File: config.mk
export PLATFORM = sky130hd
export DESIGN_NAME = instruction_fetch_stage_flat
export DESIGN_NICKNAME = d
export VERILOG_FILES = /design/src/rtl/instruction_fetch_stage_if.sv /design/src/rtl/instruction_fetch_stage.sv /design/src/flat_wrapper.sv
export SDC_FILE = /design/constraint.sdc
export NUM_CORES = 1
export LEC_CHECK = 0
export BUFFER_PORTS_ARGS = -buffer_cell sky130_fd_sc_hd__buf_2
export CAP_MARGIN = 25
export CORE_MARGIN = 2
export CORE_UTILIZATION = 46
export DETAILED_ROUTE_END_ITERATION = 6
export PLACE_DENSITY = 0.74
export SETUP_SLACK_MARGIN = 0.2
export SLEW_MARGIN = 20
export SYNTH_ARGS = -nofsm -noshare
export SYNTH_HDL_FRONTEND = slang
export SYNTH_SLANG_ARGS = --single-unit
File: constraint.sdc
create_clock -name clk -period 2.89 [get_ports clk]
set_input_delay 0.578 -clock clk [delete_from_list [all_inputs] [get_ports clk]]
set_output_delay 0.578 -clock clk [all_outputs]
set_load 0.01 [all_outputs]
File: src/rtl/instruction_fetch_stage_if.sv
// instruction_fetch_stage_if: hazard/branch controls, imem port and IF/ID outputs of the fetch stage
interface instruction_fetch_stage_if #(
  parameter int PC_WIDTH = 32,
  parameter int IMEM_AW  = 8
);
  logic                stall;
  logic                branch_taken;
  logic [PC_WIDTH-1:0] branch_target;
  logic                imem_en;
  logic [IMEM_AW-1:0]  imem_addr;
  logic [31:0]         imem_data;
  logic [31:0]         ifid_instruction;
  logic [PC_WIDTH-1:0] ifid_pc;
  logic                ifid_valid;
  modport master (
    input  stall, branch_taken, branch_target, imem_data,
    output imem_en, imem_addr, ifid_instruction, ifid_pc, ifid_valid
  );
  modport slave (
    output stall, branch_taken, branch_target, imem_data,
    input  imem_en, imem_addr, ifid_instruction, ifid_pc, ifid_valid
  );
endinterface

File: src/rtl/instruction_fetch_stage.sv
// instruction_fetch_stage: PC owner feeding a 1-cycle imem into IF/ID with stall hold and branch squash
module instruction_fetch_stage #(
  parameter int          PC_WIDTH = 32,
  parameter int          IMEM_AW  = 8,
  parameter logic [31:0] NOP_WORD = 32'hF000_0000
) (
  input logic clk,
  input logic reset,
  instruction_fetch_stage_if.master bus
);
  logic [PC_WIDTH-1:0] pc, fetch_pc, hold_pc;
  logic                fetch_valid, hold_valid;
  logic [31:0]         hold_instr;
  // held word wins over the in-flight read; with neither present a NOP bubble is shown
  always_comb begin
    bus.ifid_instruction = hold_valid ? hold_instr : fetch_valid ? bus.imem_data : NOP_WORD;
    bus.ifid_pc          = hold_valid ? hold_pc : fetch_pc;
    bus.ifid_valid       = hold_valid | fetch_valid;
    bus.imem_en          = ~bus.stall | bus.branch_taken;
    bus.imem_addr        = pc[IMEM_AW+1:2];
  end
  // PC advance, branch redirect with squash, and capture of the live word on the first stalled cycle
  always_ff @(posedge clk) begin
    if (reset) begin
      pc          <= '0;
      fetch_pc    <= '0;
      fetch_valid <= 1'b0;
      hold_valid  <= 1'b0;
      hold_instr  <= NOP_WORD;
      hold_pc     <= '0;
    end else if (bus.branch_taken) begin
      pc          <= bus.branch_target & ~PC_WIDTH'(3);
      fetch_valid <= 1'b0;
      hold_valid  <= 1'b0;
    end else if (bus.stall) begin
      fetch_valid <= 1'b0;
      if (!hold_valid && fetch_valid) begin
        hold_valid <= 1'b1;
        hold_instr <= bus.imem_data;
        hold_pc    <= fetch_pc;
      end
    end else begin
      fetch_pc    <= pc;
      pc          <= pc + PC_WIDTH'(4);
      fetch_valid <= 1'b1;
      hold_valid  <= 1'b0;
    end
  end
endmodule

File: src/flat_wrapper.sv
// flat-port wrapper written by rule: the top's interface ports become plain ports
module instruction_fetch_stage_flat 
#(
  parameter int          PC_WIDTH = 32,
  parameter int          IMEM_AW  = 8,
  parameter logic [31:0] NOP_WORD = 32'hF000_0000
)
  (clk, reset, bus_stall, bus_branch_taken, bus_branch_target, bus_imem_data, bus_imem_en, bus_imem_addr, bus_ifid_instruction, bus_ifid_pc, bus_ifid_valid);
  instruction_fetch_stage_if #(.PC_WIDTH(PC_WIDTH), .IMEM_AW(IMEM_AW)) bus_i ();
  input logic clk;
  input logic reset;
  input wire logic [$bits(bus_i.stall)-1:0] bus_stall;
  input wire logic [$bits(bus_i.branch_taken)-1:0] bus_branch_taken;
  input wire logic [$bits(bus_i.branch_target)-1:0] bus_branch_target;
  input wire logic [$bits(bus_i.imem_data)-1:0] bus_imem_data;
  output wire logic [$bits(bus_i.imem_en)-1:0] bus_imem_en;
  output wire logic [$bits(bus_i.imem_addr)-1:0] bus_imem_addr;
  output wire logic [$bits(bus_i.ifid_instruction)-1:0] bus_ifid_instruction;
  output wire logic [$bits(bus_i.ifid_pc)-1:0] bus_ifid_pc;
  output wire logic [$bits(bus_i.ifid_valid)-1:0] bus_ifid_valid;
  assign bus_i.stall = bus_stall;
  assign bus_i.branch_taken = bus_branch_taken;
  assign bus_i.branch_target = bus_branch_target;
  assign bus_i.imem_data = bus_imem_data;
  assign bus_imem_en = bus_i.imem_en;
  assign bus_imem_addr = bus_i.imem_addr;
  assign bus_ifid_instruction = bus_i.ifid_instruction;
  assign bus_ifid_pc = bus_i.ifid_pc;
  assign bus_ifid_valid = bus_i.ifid_valid;
  instruction_fetch_stage #(.PC_WIDTH(PC_WIDTH), .IMEM_AW(IMEM_AW), .NOP_WORD(NOP_WORD)) u_core (.clk(clk), .reset(reset), .bus(bus_i));
endmodule
==> qor.yml <==
pwr:
  ir_drop_mv: 0.294
  p_leak_uw: 0.00278
  power_uw: 4010
  power.density_nw_per_um2: 558
grt:
  antenna_found_initial: 0
  grt_use_total: 0.216
  grt_pass1_wl_um: 24800
  grt_max_degree: 60
  overflow: 0
  grt_pass1_vias: 5085
status:
  status: "finished clean"
place:
  hpwl_um: 10200
  placed_cells: 1049
  gp_congestion: 0.843
  post-place-ws_ns: 0.592
  portBuffers: 137
finish:
  num_antenna_cells: 0
  fill_cells: 1229
  finalNetCount: 965
  layout-drive-gt1-share: 0.245
  syn_to_final_growth_pct: 20.6
  layout.cells.non_filler: 1075
setup_path:
  r2r_end: "u_core.pc[22]$_SDFFE_PP0N_"
  cp-start-kind: "flop"
  worstRegToRegCells: 4
  cp.arrival_ns: 1.85
  r2r_slack_ns: 0.56
  r2r-start: "u_core.pc[7]$_SDFFE_PP0N_"
  critPathKind: "reg2out"
  required_ns: 2.31
  endpoint_kind: "output port"
  cp_max_fo: 59
drt:
  wl_met1_um: 7120
  dr.pass1.iters: 5
  dr_wl_met3_um: 961
  antenna_left: 0
  vias: 5632
  drc: 0
  wirelength_um: 15200
  wire_per_inst_um: 14.1
  top_layer: "met4"
  drt_iter0_drc: 477
  met2WireLength_um: 6950
  post_drt_via_cell_ratio: 5.24
synth:
  synth_edf_count: 0
  syn_inst: 794
  yosys.area.top_type_share: 0.416
  yosysWarnings: 0
  yosysUniqueCellTypes: 57
  yosys.area.top_type: "dfxtp_1"
  yosys-top-cells-count: "nand2_1, dfxtp_1, a21oi_1"
  netlist_area_um2: 5970
  avgSynthCellArea_um2: 7.51
  ys_seq_elements: 124
  synth_ff_type: "dfxtp_1"
  synth-seq-area-share: 0.416
  ys_top_cells_by_area: "dfxtp_1, nand2_1, a21oi_1"
  synth.most_common_cell: "nand2_1"
  async_flop_share: 0
hold_path:
  whs_endpoint: "u_core.hold_instr[30]$_SDFFE_PP1P_"
  min_path_type: "in2reg"
  holdCritStartpoint: "bus_imem_data[30]"
  hold_depth: 3
sta:
  setup_violations: 0
  setup_ws_ns: 0.464
  fin_skew_ns: 0.00649
  finalSetupTns_ns: 0
  period_share: 0.839
  worst_slew_pin_slew_ns: 0.914
  rsz0062_at_grt: "false"
  hold_viol: 0
  layout_min_cycle_time_ns: 2.43
  finalMaxSlewViolations: 0
  relSlewSlack: 0.388
  fmax_ghz: 0.412
floorplanning:
  start_util: 0.473
  rows: 41
  die_area_um2: 13900
  coreArea_um2: 12600
  die_y_um: 118
  io_pins: 142
  chipWidth_um: 118
clock_tree:
  cts_sinks: 124
  clkLatencyLatePin_ns: 0.40
  root_buffer: "clkbuf_16"
  ctsHoldBuffers: 0
  cts_resized: 0
  post_cts.repair.setup_buffers: 0
  clockBufferDepth: 2
  cts_tree: "yes"
  clk_pin_slew_ns: 0.05
  htree_levels: 4
  cts_buffers: 17
run:
  maxCapViolCount: 0
routing by layer:
| metal | GRT usage | vias to the layer above |
|---|---|---|
| li1 | - | 2894 |
| met1 | 0.294 | 2522 |
| met2 | 0.334 | 197 |
| met3 | 0.0533 | 19 |
| met4 | 0.0745 | 0 |
| met5 | 0 | - |
per-stage QoR:
| step | area, um2 | util | hold WS (ns) |
|---|---|---|---|
| floorplan | 5970 | - | 0.433 |
| global placement | 6690 | 0.530 | 0.438 |
| detailed placement | 6690 | 0.530 | 0.443 |
| CTS | 7190 | 0.570 | 0.394 |
| global route | 7190 | 0.570 | 0.403 |
| finish | 7190 | 0.570 | 0.413 |
power by group:
part           internal, uW  switching (uW)
clock                  1190             684
combinational           133             182
sequential             1760            61.4
how the worst max path moves through the flow:
stage,startpoint,endpoint,slack [ns],cells after the start
finish,u_core.hold_valid$_SDFFE_PP0P_,bus_ifid_instruction[17],0.46,4
global route,u_core.hold_valid$_SDFFE_PP0P_,bus_ifid_instruction[0],0.31,4
CTS,u_core.hold_valid$_SDFFE_PP0P_,bus_ifid_instruction[27],0.43,4
detailed placement,u_core.pc[7]$_SDFFE_PP0N_,u_core.pc[22]$_SDFFE_PP0N_,0.59,4
global placement,u_core.pc[7]$_SDFFE_PP0N_,u_core.pc[22]$_SDFFE_PP0N_,0.63,4
floorplan,bus_stall,u_core.pc[22]$_SDFFE_PP0N_,0.76,5
logic make-up (layout without fill, tap and decap cells):
| kind of cell | Yosys count | after routing | share of synthesized area |
|---|---|---|---|
| buffers and inverters | 76 | 184 | 0.0596 |
| AO/OA/AOI/OAI | 172 | 172 | 0.167 |
| adder cells (fa/ha/maj) | 1 | 1 | 0.00210 |
| XOR/XNOR | 11 | 11 | 0.0161 |
| flip-flops | 124 | 124 | 0.416 |
| AND/OR/NAND/NOR | 378 | 378 | 0.281 |
| other | 1 | 2 | 0.000629 |
| multiplexers | 31 | 31 | 0.0583 |
cells in the final DEF (no fill, tap or decap), drive strengths merged, types with 2 or more instances in the layout:
| cell | synthesis | final |
|---|---|---|
| clkinv | 0 | 3 |
| nand4b | 3 | 3 |
| dfxtp | 124 | 124 |
| mux2 | 30 | 30 |
| nand3b | 2 | 2 |
| nor2b | 7 | 7 |
| nor3 | 9 | 9 |
| or3 | 4 | 4 |
| inv | 3 | 3 |
| and4 | 4 | 4 |
| nand4 | 12 | 12 |
| xnor2 | 7 | 7 |
| nor3b | 3 | 3 |
| a32oi | 4 | 4 |
| a21oi | 100 | 100 |
| o31a | 2 | 2 |
| o21ai | 34 | 34 |
| o311a | 2 | 2 |
| a311o | 3 | 3 |
| a211oi | 8 | 8 |
| nor2 | 26 | 26 |
| nand3 | 16 | 16 |
| buf | 14 | 155 |
| nand2 | 262 | 262 |
| xor2 | 4 | 4 |
| or2 | 3 | 3 |
| nand2b | 4 | 4 |
| o211ai | 2 | 2 |
| conb | 1 | 2 |
| clkbuf | 58 | 22 |
| o31ai | 3 | 3 |
| and2 | 2 | 2 |
| and3 | 5 | 5 |
| a311oi | 7 | 7 |
| nor4 | 7 | 7 |
| o2111a | 2 | 2 |
| or4 | 6 | 6 |
worst max-delay path, cell delays in order (launching register included):
cell     delay (ns)
dfxtp_4        0.79
buf_4          0.32
nand2_1        0.06
o21ai_0        0.10
buf_2          0.17
layout make-up:
class | instances | area [um2] | area share
flip-flops and latches | 124 | 2490 | 0.346
well taps | 172 | 215 | 0.0299
multi-input cells | 595 | 3140 | 0.436
clock buffers | 22 | 464 | 0.0645
clock inverters | 4 | 45.0 | 0.00626
repair buffers | 155 | 836 | 0.116
inverters | 3 | 11.3 | 0.00157
registers in the layout, summed over array words and instances (netlist names):
| signal | count |
|---|---|
| u_core.hold_pc | 30 |
| u_core.hold_valid | 1 |
| u_core.pc | 30 |
| u_core.fetch_pc | 30 |
| u_core.hold_instr | 32 |
| u_core.fetch_valid | 1 |
Note: power is estimated with default switching activity, not from simulation.
